### src/rtl/uart_pkg.sv
// uart_pkg: shared types and constants for the UART peripherals.
package uart_pkg;

  // Transmitter state encoding, shared with any later RX/debug logic.
  typedef enum logic [2:0] {
    IDLE   = 3'd0,
    START  = 3'd1,
    DATA   = 3'd2,
    STOP   = 3'd3,
    PARITY = 3'd4
  } tx_state_t;

  localparam int          UART_DATA_BITS  = 8;
  localparam logic [31:0] TX_ADDR_DEFAULT = 32'h0000_00FC;

endpackage

### src/rtl/mmio_uart_tx_if.sv
// mmio_uart_tx_if: data-memory write port exported by the MIPS datapath.
interface mmio_uart_tx_if;
  logic        mem_write;
  logic [31:0] addr;
  logic [31:0] wdata;

  modport master (output mem_write, output addr, output wdata);
  modport slave  (input  mem_write, input  addr, input  wdata);
endinterface

### src/rtl/sync_fifo.sv
// sync_fifo: single-clock FIFO, depth 2**AW. A push into a full FIFO is
// still accepted when a pop happens in the same cycle.
module sync_fifo #(
  parameter int AW = 4,
  parameter int DW = 8
) (
  input  logic          clk,
  input  logic          reset,      // asynchronous, active-low
  input  logic          i_push,
  input  logic          i_pop,
  input  logic [DW-1:0] i_din,
  output logic [DW-1:0] o_dout,     // head entry, valid while !o_empty
  output logic [AW:0]   o_count,
  output logic          o_full,
  output logic          o_empty,
  output logic          o_push_ok
);

  localparam logic [AW:0] DEPTH = {1'b1, {AW{1'b0}}};

  logic [DW-1:0] r_mem [2**AW];
  logic [AW-1:0] r_wr_ptr;
  logic [AW-1:0] r_rd_ptr;
  logic [AW:0]   r_count;
  logic          w_pop;
  logic          w_push;

  assign o_empty   = (r_count == '0);
  assign o_full    = (r_count == DEPTH);
  assign o_count   = r_count;
  assign w_pop     = i_pop & ~o_empty;
  assign w_push    = i_push & (~o_full | w_pop);
  assign o_push_ok = w_push;
  // Head is read combinationally so the consumer can load it on the pop edge.
  assign o_dout    = r_mem[r_rd_ptr];

  // Storage write; contents need no reset since the pointers define validity.
  always_ff @(posedge clk) begin
    if (w_push) r_mem[r_wr_ptr] <= i_din;
  end

  // Pointers wrap naturally modulo depth; count is unchanged on push+pop.
  always_ff @(posedge clk or negedge reset) begin
    if (!reset) begin
      r_wr_ptr <= '0;
      r_rd_ptr <= '0;
      r_count  <= '0;
    end else begin
      if (w_push) r_wr_ptr <= r_wr_ptr + 1'b1;
      if (w_pop)  r_rd_ptr <= r_rd_ptr + 1'b1;
      if (w_push && !w_pop)      r_count <= r_count + 1'b1;
      else if (!w_push && w_pop) r_count <= r_count - 1'b1;
    end
  end

endmodule

### src/rtl/mmio_uart_tx.sv
// mmio_uart_tx: store-word to TX_ADDR queues a byte; FIFO drains as 8N1
// frames, LSB first. Optional macro PARITY_EN adds an even-parity bit (8E1).
module mmio_uart_tx
  import uart_pkg::*;
#(
  parameter logic [31:0] TX_ADDR      = TX_ADDR_DEFAULT,
  parameter int          CLKS_PER_BIT = 434,
  parameter int          FIFO_AW      = 4
) (
  input  logic                 clk,
  input  logic                 reset,     // asynchronous, active-low
  mmio_uart_tx_if.slave        bus,
  output logic                 serial,
  output logic                 tx_busy,
  output logic                 fifo_full,
  output logic [FIFO_AW:0]     fifo_count,
  output logic                 overflow
);

  localparam int BAUD_W = $clog2(CLKS_PER_BIT);
  localparam logic [BAUD_W-1:0] BAUD_LAST = BAUD_W'(CLKS_PER_BIT - 1);
  localparam logic [2:0] LAST_BIT = 3'(UART_DATA_BITS - 1);

  localparam logic [2:0] ST_IDLE   = IDLE;
  localparam logic [2:0] ST_START  = START;
  localparam logic [2:0] ST_DATA   = DATA;
  localparam logic [2:0] ST_STOP   = STOP;
`ifdef PARITY_EN
  localparam logic [2:0] ST_PARITY = PARITY;
  logic                  r_parity;
`endif

  logic [2:0]        r_state;
  logic [BAUD_W-1:0] r_baud;
  logic [2:0]        r_bit_idx;
  logic [7:0]        r_shift;
  logic              r_serial;
  logic              r_overflow;

  logic              w_push_req;
  logic              w_push_ok;
  logic              w_pop;
  logic              w_baud_last;
  logic              w_empty;
  logic [7:0]        w_fifo_dout;
  logic              w_unused_wdata;

  // Only the low byte of the store is transmitted.
  assign w_unused_wdata = ^bus.wdata[31:8];

  assign w_push_req  = bus.mem_write & (bus.addr == TX_ADDR);
  assign w_baud_last = (r_baud == BAUD_LAST);
  // Load a new byte from IDLE, or on the final STOP cycle for gapless frames.
  assign w_pop = ~w_empty & ((r_state == ST_IDLE) |
                             ((r_state == ST_STOP) & w_baud_last));

  sync_fifo #(.AW(FIFO_AW), .DW(8)) u_fifo (
    .clk       (clk),
    .reset     (reset),
    .i_push    (w_push_req),
    .i_pop     (w_pop),
    .i_din     (bus.wdata[7:0]),
    .o_dout    (w_fifo_dout),
    .o_count   (fifo_count),
    .o_full    (fifo_full),
    .o_empty   (w_empty),
    .o_push_ok (w_push_ok)
  );

  assign serial   = r_serial;
  assign tx_busy  = (r_state != ST_IDLE) | ~w_empty;
  assign overflow = r_overflow;

  // Sticky overflow: a matching store that the FIFO could not take.
  always_ff @(posedge clk or negedge reset) begin
    if (!reset)                      r_overflow <= 1'b0;
    else if (w_push_req && !w_push_ok) r_overflow <= 1'b1;
  end

  // Frame FSM; serial is registered with the value of the state being entered.
  always_ff @(posedge clk or negedge reset) begin
    if (!reset) begin
      r_state   <= ST_IDLE;
      r_baud    <= '0;
      r_bit_idx <= '0;
      r_shift   <= '0;
      r_serial  <= 1'b1;
`ifdef PARITY_EN
      r_parity  <= 1'b0;
`endif
    end else begin
      case (r_state)
        ST_IDLE: begin
          r_baud <= '0;
          if (w_pop) begin
            r_shift  <= w_fifo_dout;
`ifdef PARITY_EN
            r_parity <= ^w_fifo_dout;
`endif
            r_state  <= ST_START;
            r_serial <= 1'b0;
          end
        end
        ST_START: begin
          if (w_baud_last) begin
            r_baud    <= '0;
            r_bit_idx <= '0;
            r_state   <= ST_DATA;
            r_serial  <= r_shift[0];
          end else begin
            r_baud <= r_baud + 1'b1;
          end
        end
        ST_DATA: begin
          if (w_baud_last) begin
            r_baud <= '0;
            if (r_bit_idx == LAST_BIT) begin
`ifdef PARITY_EN
              r_state  <= ST_PARITY;
              r_serial <= r_parity;
`else
              r_state  <= ST_STOP;
              r_serial <= 1'b1;
`endif
            end else begin
              r_bit_idx <= r_bit_idx + 1'b1;
              r_shift   <= r_shift >> 1;
              r_serial  <= r_shift[1];
            end
          end else begin
            r_baud <= r_baud + 1'b1;
          end
        end
`ifdef PARITY_EN
        ST_PARITY: begin
          if (w_baud_last) begin
            r_baud   <= '0;
            r_state  <= ST_STOP;
            r_serial <= 1'b1;
          end else begin
            r_baud <= r_baud + 1'b1;
          end
        end
`endif
        ST_STOP: begin
          if (w_baud_last) begin
            r_baud <= '0;
            if (w_pop) begin
              r_shift  <= w_fifo_dout;
`ifdef PARITY_EN
              r_parity <= ^w_fifo_dout;
`endif
              r_state  <= ST_START;
              r_serial <= 1'b0;
            end else begin
              r_state  <= ST_IDLE;
              r_serial <= 1'b1;
            end
          end else begin
            r_baud <= r_baud + 1'b1;
          end
        end
        default: begin
          r_state  <= ST_IDLE;
          r_baud   <= '0;
          r_serial <= 1'b1;
        end
      endcase
    end
  end

endmodule

### src/flat_wrapper.sv
// flat-port wrapper written by rule: the top's interface ports become plain ports
module mmio_uart_tx_flat import uart_pkg::*;
#(
  parameter logic [31:0] TX_ADDR      = TX_ADDR_DEFAULT,
  parameter int          CLKS_PER_BIT = 434,
  parameter int          FIFO_AW      = 4
)
  (clk, reset, serial, tx_busy, fifo_full, fifo_count, overflow, bus_mem_write, bus_addr, bus_wdata);
  mmio_uart_tx_if bus_i ();
  input  logic clk;
  input  logic reset;
  output logic serial;
  output logic tx_busy;
  output logic fifo_full;
  output logic [FIFO_AW:0] fifo_count;
  output logic overflow;
  input wire logic [$bits(bus_i.mem_write)-1:0] bus_mem_write;
  input wire logic [$bits(bus_i.addr)-1:0] bus_addr;
  input wire logic [$bits(bus_i.wdata)-1:0] bus_wdata;
  assign bus_i.mem_write = bus_mem_write;
  assign bus_i.addr = bus_addr;
  assign bus_i.wdata = bus_wdata;
  mmio_uart_tx #(.TX_ADDR(TX_ADDR), .CLKS_PER_BIT(CLKS_PER_BIT), .FIFO_AW(FIFO_AW)) u_core (.clk(clk), .reset(reset), .bus(bus_i), .serial(serial), .tx_busy(tx_busy), .fifo_full(fifo_full), .fifo_count(fifo_count), .overflow(overflow));
endmodule
### config.mk
export PLATFORM = sky130hd
export DESIGN_NAME = mmio_uart_tx_flat
export DESIGN_NICKNAME = d
export VERILOG_FILES = /design/src/rtl/uart_pkg.sv /design/src/rtl/mmio_uart_tx_if.sv /design/src/rtl/sync_fifo.sv /design/src/rtl/mmio_uart_tx.sv /design/src/flat_wrapper.sv
export SDC_FILE = /design/constraint.sdc
export NUM_CORES = 1
export LEC_CHECK = 0
export BUFFER_PORTS_ARGS = -buffer_cell sky130_fd_sc_hd__buf_2
export CAP_MARGIN = 30
export CORE_MARGIN = 2
export CORE_UTILIZATION = 47
export DETAILED_ROUTE_END_ITERATION = 16
export PLACE_DENSITY_LB_ADDON = 0.1
export SLEW_MARGIN = 5
export SYNTH_ARGS = -nofsm -noshare
export SYNTH_HDL_FRONTEND = slang
export SYNTH_HIERARCHICAL = 1
export SYNTH_SLANG_ARGS = --single-unit
### constraint.sdc
create_clock -name clk -period 2.95 [get_ports clk]
set_input_delay 0.59 -clock clk [delete_from_list [all_inputs] [get_ports clk]]
set_output_delay 0.59 -clock clk [all_outputs]
set_load 0.03 [all_outputs]
==> run metrics, run 1 <==
Mapped Area 7100 um^2; initial antenna violation count 0; Crit. End Element register; setup total negative slack 0 ps; Hold Fails Final Rpt 0; global-route wire length before repair between 20000 and 25000 um; # rows 44; Post-Route WL 14900 um; Total Power 4.66 mW; worst-path maximum fanout 3; Clk pin slew, worst setup/hold paths approximately 60 ps; starting DRC count in detailed routing 264; # nets final 632; worst path required time 3250 ps; worst min path class primary input to async pin; grt ovf 0; port buffer count 51; leakage power about 3.3 nW; Ant. Diodes 0; Worst VDD drop 0.000410 V; MaxCap Viol Count 0; Setup Skew 8.43 ps; worst-skew pair later-pin latency 420 ps; Post-Layout Cell Count approximately 740; post-synthesis compound-gate area fraction 6.40%; clock sinks 165; ys flop type edfxtp_1; Avg Inst Size Synth ~16 um^2; register bit total from synthesis 165; Final period util a little over nine tenths; run status complete, no violations; drt drc 0; asr flop ratio synth 22.4%; Critical Path AT between 3000 and 4000 ps; Initial Util 48.5%; mux share of post-synthesis cell area 12.4%; chip height 127 um; ratio of cells with drive above 1 in the final layout 32.2%; syn nets 541; gr usage total 19.8%; # hold bufs at CTS 0; leading area contributor after synthesis edfxtp_1; Hold Slack 277 ps; Pre-antenna DRT Iters 4; Syn Inst Count 456; H-Tree Depth 4; ranking of synthesized cells by area edfxtp_1 (54%), dfrtp_1 (13%), mux4_2 (5.1%); unrepaired setup endpoints after global routing yes; core area around 15000 um^2; Max-slew headroom 44.1%; post-place instance area 7840 um^2; startpoint types register; placed cell count between 700 and 800; Synth Area in XOR/XNOR 1.85%; min Tclk post-route 2870 ps; DR vias/cell 5.56; Ys Warns 6; slew of the pin with the lowest slew margin 838 ps; die area 16100 um^2; Finished Cell Area around 8500 um^2; top-area cell type share of the netlist area 54.2%; Setup Viol. Count Final 0; register area share after synthesis 67.2%; area growth from synthesis to layout 19.2%; pin count of the biggest net entering global routing 52; EDFF count, synth 128; Die Wd roughly 130 um; routed len/inst ~20 um; Ports between 70 and 80; fmax 0.349 GHz; Post-Synth Simple-Gate Area 6.65%; vias in the first global route 4227; reg2reg setup slack 80 ps; clk buf depth 2; largest family of logic cells by synthesized area multiplexers; antenna viol nets, final 0; total number of vias roughly 4100; library cells used by synthesis 46; CTS tree built; CTS Root Cell clkbuf_16; max-slew violations 0; hpwl dp 9600 um; Worst Path Class, Setup register to register; adder-cell share of the synthesized area 3.28%; PD cells around 550 nW/um^2; CTS Buf Count 17; global placer's final weighted congestion 0.771
registers in the layout (all words and copies together), names as in the netlist:
register,flops
u_core/u_fifo/r_mem,128
u_core/r_baud,9
u_core/r_shift,8
u_core/u_fifo/o_count,5
u_core/u_fifo/r_rd_ptr,4
u_core/u_fifo/r_wr_ptr,4
u_core/r_bit_idx,3
u_core/r_state,2
u_core/overflow,1
u_core/serial,1
metrics by stage:
step / worst slack, ps / utilization [%]
after floorplan: 0.258 / -
after global placement: -181 / 53.5
after detailed placement: -198 / 53.5
after CTS: 14.4 / 57.5
after global routing: -40.5 / 57.7
final: 81.3 / 57.7
power breakdown:
| part | switching (mW) | internal (mW) | leakage [nW] |
|---|---|---|---|
| registers | 0.00000000116 | 2.51 | 1.59 |
| clock network | 0.926 | 1.17 | 0.265 |
| logic | 0.0440 | 0.0214 | 1.48 |
cells in the mapped netlist, drive strengths merged (4+ instances only):
| cell type | count |
|---|---|
| mux2 | 17 |
| edfxtp | 128 |
| clkbuf | 8 |
| nand2 | 32 |
| inv | 14 |
| nor3 | 7 |
| nand3 | 5 |
| or3 | 4 |
| mux4 | 16 |
| a22oi | 10 |
| a221oi | 17 |
| a21oi | 6 |
| buf | 13 |
| ha | 17 |
| nor4 | 5 |
| mux2i | 33 |
| dfrtp | 36 |
| xnor2 | 12 |
| o21ai | 19 |
| nor2 | 25 |
kinds of logic (layout without fill, tap and decap cells):
| kind of cell | after synthesis | after routing |
|---|---|---|
| flip-flops | 165 | 165 |
| buffers and inverters | 35 | 138 |
| XOR/XNOR | 15 | 15 |
| AO/OA/AOI/OAI | 62 | 62 |
| adder cells (fa/ha/maj) | 18 | 18 |
| multiplexers | 66 | 66 |
| AND/OR/NAND/NOR | 95 | 95 |
per-layer routing:
layer / global-route usage, % / vias up / share of wire [%]
met5: 0 / - / 0
met1: 26.1 / 2084 / 44
met2: 33.1 / 95 / 51
met4: 6.14 / 0 / 1.1
met3: 4.51 / 11 / 4.1
li1: - / 1939 / -
critical path, cell delays in order, from the launching register on:
cell	delay (ps)
dfrtp_2	400
or4_4	560
nor2_4	160
inv_4	60
nand2_2	80
nand2_2	70
o31a_1	290
ha_4	180
inv_4	70
buf_6	100
ha_1	220
a21o_2	200
a21oi_2	140
xor2_1	150
o21ai_1	70
cell type report:
type,count,area [um^2]
Clock inverter,14,125
Multi-Input combinational cell,256,2250
Timing Repair Buffer,93,591
Tap cell,184,230
Sequential cell,165,4770
Fill cell,1167,6190
Inverter,14,57.6
Clock buffer,17,425
what timing repair did:
| item | in CTS | in global routing |
|---|---|---|
| buffers inserted | 4 | 2 |
| pin swaps | 8 | 8 |
| endpoints found under the setup margin | 1 | 2 |
| resized for setup | 1 | 7 |
layout by cell type (no fill, tap or decap), types with 3 or more instances in the layout:
cell       count
nor4_1         4
buf_2         51
ha_4           3
xor2_1         3
or3_1          4
a22oi_1       10
dfrtp_2        3
mux4_2        16
nor2_1        24
inv_6          5
edfxtp_1     128
nand2_1       29
mux2_2        17
mux2i_1       33
a21oi_1        4
buf_4         39
inv_1         11
nand3_1        4
ha_1          14
clkinv_1       3
clkbuf_16     17
nor3_1         7
a221oi_1      17
dfrtp_1       33
xnor2_1       12
o21ai_0       18
path summary, 6_finish.rpt:
kind | end | cells past startpoint | startpoint
hold / removal | u_core/r_baud[3] | 1 | reset
setup / recovery | u_core/u_fifo/o_count[3] | 14 | u_core/u_fifo/o_count[1]
setup reg to reg | u_core/u_fifo/o_count[3] | 14 | u_core/u_fifo/o_count[1]
min in group clk | u_core/overflow | 1 | u_core/overflow
hold reg to reg | u_core/overflow | 1 | u_core/overflow
max in group asynchronous | u_core/u_fifo/o_count[0] | 1 | reset
No activity file was read; power rests on OpenSTA's default activity.
==> run 2: changes to the inputs <==
==> constraint.sdc (replaced) <==
create_clock -name clk -period 2.8 [get_ports clk]
set_input_delay 0.56 -clock clk [delete_from_list [all_inputs] [get_ports clk]]
set_output_delay 0.56 -clock clk [all_outputs]
set_load 0.03 [all_outputs]
==> run 2 against run 1 <==
Net effect:
- the run now ends with setup timing left
- global-route usage down 0.28 points
- sequential power up 5%
- die area is the same
- clock power about the same
- worst hold slack got worse by 180 ps
- via count is 1.9% higher
- largest cell class unchanged
- flip-flop and latch count stayed put
- largest power group unchanged
- cell count up 1.5%
- register-to-register slack got worse by 130 ps
- worst setup slack worse by 130 ps
- highest routed layer unchanged
==> run metrics, run 2 (synthesis results as in run 1) <==
run status finished with violations (was complete, no violations); failing checks setup timing; Die Wd 127 um (unchanged); worst path required time 3140 ps (was 3250 ps); critical path cell sequence or4_4 > nor2_4 > inv_2 > nand2_2 > nand2_2 > o31a_1 > ha_4 > inv_4 > buf_6 > ha_4 > a21o_1 > a21oi_2 > mux2i_1 > xnor2_1 (was or4_4 > nor2_4 > inv_4 > nand2_2 > nand2_2 > o31a_1 > ha_4 > inv_4 > buf_6 > ha_1 > a21o_2 > a21oi_2 > xor2_1 > o21ai_1); worst min path class primary input to async pin (unchanged); Initial Util 48.5% (unchanged); final worst slack -49.4 ps (was 81.3 ps); max-slew violations 0 (unchanged); Critical Path AT 3190 ps (was 3170 ps); placed cell count 714 (was 707); global-route wire length before repair 23300 um (was 23600 um); Clk pin slew, worst setup/hold paths 60 ps (about the same); leakage power 3.39 nW (was 3.34 nW); Max-slew headroom 55.5% (was 44.1%); Post-Layout Cell Count 754 (was 743); MaxCap Viol Count 0 (unchanged); core area 14600 um^2 (unchanged); clk buf depth 2 (unchanged); # rows 44 (unchanged); most frequent cells in the layout edfxtp_1 (128), buf_2 (51), buf_4 (47), dfrtp_1 (33), mux2i_1 (33) (was edfxtp_1 (128), buf_2 (51), buf_4 (39), dfrtp_1 (33), mux2i_1 (33)); Pre-antenna DRT Iters 4 (unchanged); clock sinks 165 (unchanged); CTS Buf Count 17 (unchanged); port buffer count 51 (unchanged); CTS Root Cell clkbuf_16 (unchanged); Worst Path Class, Setup register to register (unchanged); max reg flops 128 (unchanged); Ant. Diodes 0 (unchanged); DR vias/cell 5.58 (was 5.56); reg2reg setup slack -50 ps (was 80 ps); initial antenna violation count 0 (unchanged); grt ovf 0 (unchanged); routed len/inst 19.8 um (was 20.1 um); hpwl dp 9930 um (was 9600 um); Reg2Reg Depth 14 (unchanged); Final period util 102% (was 97.2%); Post-Route WL 14900 um (about the same); die area 16100 um^2 (unchanged); CP peak stage delay 570 ps (was 560 ps); # hold bufs at CTS 0 (unchanged); capture point of the worst reg-to-reg path u_core/u_fifo/o_count[4] (was u_core/u_fifo/o_count[3]); Setup Viol. Count Final 2 (was 0); starting DRC count in detailed routing 229 (was 264); Ports 76 (unchanged); Worst VDD drop 0.000512 V (was 0.000410 V); PD cells 564 nW/um^2 (was 552 nW/um^2); area growth from synthesis to layout 20.5% (was 19.2%); chip height 127 um (unchanged); Critical Path Sink u_core/u_fifo/o_count[4] (was u_core/u_fifo/o_count[3]); total number of vias 4209 (was 4129); pin count of the biggest net entering global routing 38 (was 52); most common cell after layout, fill and taps aside edfxtp_1 (unchanged); antenna viol nets, final 0 (unchanged); Setup Skew 6.81 ps (was 8.43 ps); CTS tree built (unchanged); H-Tree Depth 4 (unchanged); worst-path maximum fanout 4 (was 3); critical path startpoint u_core/u_fifo/o_count[2] (was u_core/u_fifo/o_count[1]); global placer's final weighted congestion 0.800 (was 0.771); # nets final 642 (was 632); worst-skew pair later-pin latency 410 ps (was 420 ps); ratio of cells with drive above 1 in the final layout 33.3% (was 32.2%); startpoint types register (unchanged); Hold Fails Final Rpt 0 (unchanged); CP max stage cell or4_4 (unchanged); Top reg by flops u_core/u_fifo/r_mem (unchanged); slew of the pin with the lowest slew margin 668 ps (was 838 ps); largest registers u_core/u_fifo/r_mem x128, u_core/r_baud x9, u_core/r_shift x8 (unchanged); post-layout util 58.4% (was 57.7%); drt drc 0 (unchanged); vias in the first global route 4294 (was 4227); gr usage total 19.5% (was 19.8%); worst flop-to-flop path startpoint u_core/u_fifo/o_count[2] (was u_core/u_fifo/o_count[1]); unrepaired setup endpoints after global routing yes (unchanged); fmax 0.351 GHz (was 0.349 GHz); Crit. End Element register (unchanged); min Tclk post-route 2850 ps (was 2870 ps)
## run 2: worst min path at each step
stage               cells past startpoint  slack (ps)       startpoint           endpoint
finish                                  2         100            reset   u_core/r_baud[6]
global route                            2         100            reset  u_core/r_state[0]
CTS                                     1         280            reset   u_core/r_baud[4]
detailed placement                      1         450  u_core/overflow    u_core/overflow
global placement                        1         430  u_core/overflow    u_core/overflow
floorplan                               0         260            reset    u_core/overflow
## run 2: worst max-delay path: cells and delay by family (launching register included)
kind / cells / cell delay [ps]
XOR/XNOR: 1 / 140
AND/OR/NAND/NOR: 4 / 840
multiplexers: 1 / 230
buffers and inverters: 3 / 230
flip-flops: 1 / 380
AO/OA/AOI/OAI: 3 / 570
adder cells (fa/ha/maj): 2 / 370
## run 2: stage by stage
stage               TNS [ps]  area [um^2]  worst slack (ps)  total power [mW]  hold slack (ps)
global route            -288         8550              -158              4.96              105
global placement       -1290         7900              -267              2.76              435
floorplan               -295         7160              -146              2.70              264
finish                 -80.9         8550             -49.4              4.82              100
detailed placement     -2130         7900              -298              2.76              450
CTS                     -106         8480              -106              4.86              284
## run 2: what timing repair did
action                     CTS  global route
setup endpoints to repair    2             4
buffers inserted             3             4
resized for setup            5             4
pin swaps                    7             5
cloned                       0             0
## run 2: power by group
part | switching [mW] | total, mW | internal (mW)
logic | 0.0479 | 0.0733 | 0.0254
registers | 0.00000000120 | 2.64 | 2.64
clock network | 0.962 | 2.11 | 1.15
## run 2: area by class of cell
cell class	count	area, um^2
Fill cell	1150	6090
Sequential cell	165	4770
Multi-Input combinational cell	256	2260
Timing Repair Buffer	103	691
Clock buffer	19	433
Tap cell	184	230
Clock inverter	13	103
Inverter	14	55.1
## run 2: layer usage
metal	routed length, um	global-route usage, %	vias up
li1	-	-	1965
met1	6590	25.3	2133
met2	7500	32.9	99
met3	619	4.89	12
met4	208	5.69	0
met5	0	0	-
==> run 3: changes to the inputs <==
--- a/config.mk
+++ b/config.mk
@@ -7,6 +7,8 @@
 export LEC_CHECK = 0
 export BUFFER_PORTS_ARGS = -buffer_cell sky130_fd_sc_hd__buf_2
 export CAP_MARGIN = 30
+export CELL_PAD_IN_SITES_DETAIL_PLACEMENT = 0
+export CELL_PAD_IN_SITES_GLOBAL_PLACEMENT = 1
 export CORE_MARGIN = 2
 export CORE_UTILIZATION = 47
 export DETAILED_ROUTE_END_ITERATION = 16
==> run 3 against run 2 <==
Net effect:
- the flow still finishes with violations (setup timing)
- register-to-register slack worse by 60 ps
- final area up 0.29%
- global-route usage shrank 0.33 points
- cell count is 0.93% higher
- count of clock-buffer cells in the layout decreased by 1
- wire length shrank 4.7%
==> run metrics, run 3 (synthesis results as in run 1) <==
unrepaired setup endpoints after global routing yes (unchanged); CP bufs+invs 3 (unchanged); grt ovf 0 (unchanged); CP peak stage delay 550 ps (was 570 ps); met2 Use GR 30.0% (was 32.9%); run status finished with violations (unchanged); worst path required time 3140 ps (about the same); post-layout util 58.6% (was 58.4%); # hold bufs at CTS 0 (unchanged); gr busiest metal met2 (unchanged); vias in the first global route 4303 (was 4294); Crit. End Element register (unchanged); ratio of cells with drive above 1 in the final layout 34.1% (was 33.3%); Pre-antenna DRT Iters 4 (unchanged); Hold Fails Final Rpt 0 (unchanged); initial antenna violation count 0 (unchanged); Initial Util 48.5% (unchanged); worst-path maximum fanout 4 (unchanged); Top reg by flops u_core/u_fifo/r_mem (unchanged); CTS Root Cell clkbuf_16 (unchanged); clock sinks 165 (unchanged); clock network power share 42.9% (was 43.7%); switch share 20.2% (was 20.9%); slew of the pin with the lowest slew margin 575 ps (was 668 ps); P_int 3.79 mW (was 3.81 mW); Largest delay share family, worst path simple AND/OR/NAND/NOR gates (unchanged); PD cells 554 nW/um^2 (was 564 nW/um^2); antenna viol nets, final 0 (unchanged); core area 14600 um^2 (unchanged); fmax 0.344 GHz (was 0.351 GHz); max-slew violations 0 (unchanged); global-route wire length before repair 23000 um (was 23300 um); Worst Path Class, Setup register to register (unchanged); final worst slack -110 ps (was -49.4 ps); most frequent cells in the layout edfxtp_1 (128), buf_4 (58), buf_2 (51), dfrtp_1 (33), mux2i_1 (33) (was edfxtp_1 (128), buf_2 (51), buf_4 (47), dfrtp_1 (33), mux2i_1 (33)); met3 GRT Util 4.56% (was 4.89%); hpwl dp 9710 um (was 9930 um); most common cell after layout, fill and taps aside edfxtp_1 (unchanged); Worst VDD drop 0.000387 V (was 0.000512 V); CTS tree built (unchanged); max reg flops 128 (unchanged); reg2reg setup slack -110 ps (was -50 ps); part of the power in registers 55.6% (was 54.7%); worst-skew pair later-pin latency 420 ps (was 410 ps); starting DRC count in detailed routing 344 (was 229); # rows 44 (unchanged); Post-Route WL 14200 um (was 14900 um); Setup Skew 9.85 ps (was 6.81 ps); CP max stage cell or4_4 (unchanged); pin count of the biggest net entering global routing 44 (was 38); drt drc 0 (unchanged); Ports 76 (unchanged); leakage power 3.44 nW (was 3.39 nW); H-Tree Depth 4 (unchanged); DR vias/cell 5.52 (was 5.58); Clk pin slew, worst setup/hold paths 60 ps (about the same); # nets final 651 (was 642); gr usage total 19.2% (was 19.5%); port buffer count 51 (unchanged); global placer's final weighted congestion 0.774 (was 0.800); area growth from synthesis to layout 20.9% (was 20.5%); switching power 960 uW (was 1.01 mW); MaxCap Viol Count 0 (unchanged); worst min path class primary input to async pin (unchanged); routed len/inst 18.7 um (was 19.8 um); Ant. Diodes 0 (unchanged); post-place instance area 7980 um^2 (was 7900 um^2); total number of vias 4202 (was 4209); Critical Path AT 3250 ps (was 3190 ps); Finished Cell Area 8580 um^2 (was 8550 um^2); failing checks setup timing (unchanged); GRT met1 Usage 27.0% (was 25.3%); largest registers u_core/u_fifo/r_mem x128, u_core/r_baud x9, u_core/r_shift x8 (unchanged); CTS Buf Count 17 (unchanged); chip height 127 um (unchanged); die area 16100 um^2 (unchanged); startpoint types register (unchanged); min Tclk post-route 2910 ps (was 2850 ps); Max-slew headroom 61.6% (was 55.5%); Die Wd 127 um (unchanged); Final period util 104% (was 102%); Setup Viol. Count Final 2 (unchanged); Comb power frac 1.5% (about the same); critical path cell sequence or4_4 > nor2_4 > inv_4 > nand2_4 > nand2_4 > o31a_1 > ha_4 > inv_4 > buf_12 > ha_4 > a21o_1 > a21oi_2 > mux2i_1 > xnor2_1 (was or4_4 > nor2_4 > inv_2 > nand2_2 > nand2_2 > o31a_1 > ha_4 > inv_4 > buf_6 > ha_4 > a21o_1 > a21oi_2 > mux2i_1 > xnor2_1); Hold Slack 114 ps (was 100 ps); clk buf depth 2 (unchanged)
-- run 3: changes by cell type in the layout (fill, tap and decap cells not counted), sizes merged --
cell    previous run  this run
clkbuf            19        18
buf              103       112
clkinv             7         6
-- run 3: final timing paths --
| path | start | end | cells after the start |
|---|---|---|---|
| worst min register to register | u_core/overflow | u_core/overflow | 1 |
| worst min-delay path | reset | u_core/r_bit_idx[1] | 2 |
| worst max register to register | u_core/u_fifo/o_count[1] | u_core/u_fifo/o_count[4] | 14 |
| worst max-delay path | u_core/u_fifo/o_count[1] | u_core/u_fifo/o_count[4] | 14 |
| max in group asynchronous | reset | u_core/serial | 2 |
| min in group clk | u_core/overflow | u_core/overflow | 1 |
-- run 3: layout make-up --
class	count	area, um^2
Sequential cell	165	4770
Clock inverter	12	81.3
Inverter	14	57.6
Fill cell	1154	6070
Timing Repair Buffer	112	751
Tap cell	184	230
Clock buffer	18	429
Multi-Input combinational cell	256	2250
-- run 3: worst register-to-register path, delay by kind of cell, from the launching register on --
| family | cells | cell delay [ps] |
|---|---|---|
| buffers and inverters | 3 | 230 |
| muxes | 1 | 220 |
| adders and majority gates | 2 | 370 |
| DFF | 1 | 400 |
| AOI/OAI and AO/OA | 3 | 590 |
| xor gates and xnor gates | 1 | 130 |
| and+or+nand+nor | 4 | 890 |
-- run 3: power by group through the flow --
stage                     Clock [mW]  Combinational [mW]  Sequential [mW]
after floorplan                    0             0.00289             2.69
final                           2.04              0.0698             2.64
after global placement             0              0.0658             2.69
after CTS                       2.08              0.0694             2.64
after detailed placement           0              0.0694             2.69
after global routing            2.18              0.0808             2.64
-- run 3: through the flow --
stage / worst slack [ps] / total power, mW / std cells / setup TNS, ps
floorplan: -146 / 2.70 / 456 / -295
global placement: -247 / 2.76 / 725 / -1330
detailed placement: -248 / 2.76 / 725 / -1790
CTS: -134 / 4.79 / 758 / -213
global route: -222 / 4.90 / 761 / -418
finish: -110 / 4.75 / 761 / -187
-- run 3: metal layers --
layer	share of wire [%]	up-vias
met5	0	-
met4	1.0	0
met3	5.3	14
met2	47	117
met1	47	2088
li1	-	1983
-- run 3: repair_timing --
| item | CTS | global route |
|---|---|---|
| pin swaps | 7 | 7 |
| gates resized for setup | 3 | 4 |
| cloned | 0 | 0 |
| buffers inserted | 3 | 2 |
| setup endpoints to repair | 2 | 16 |
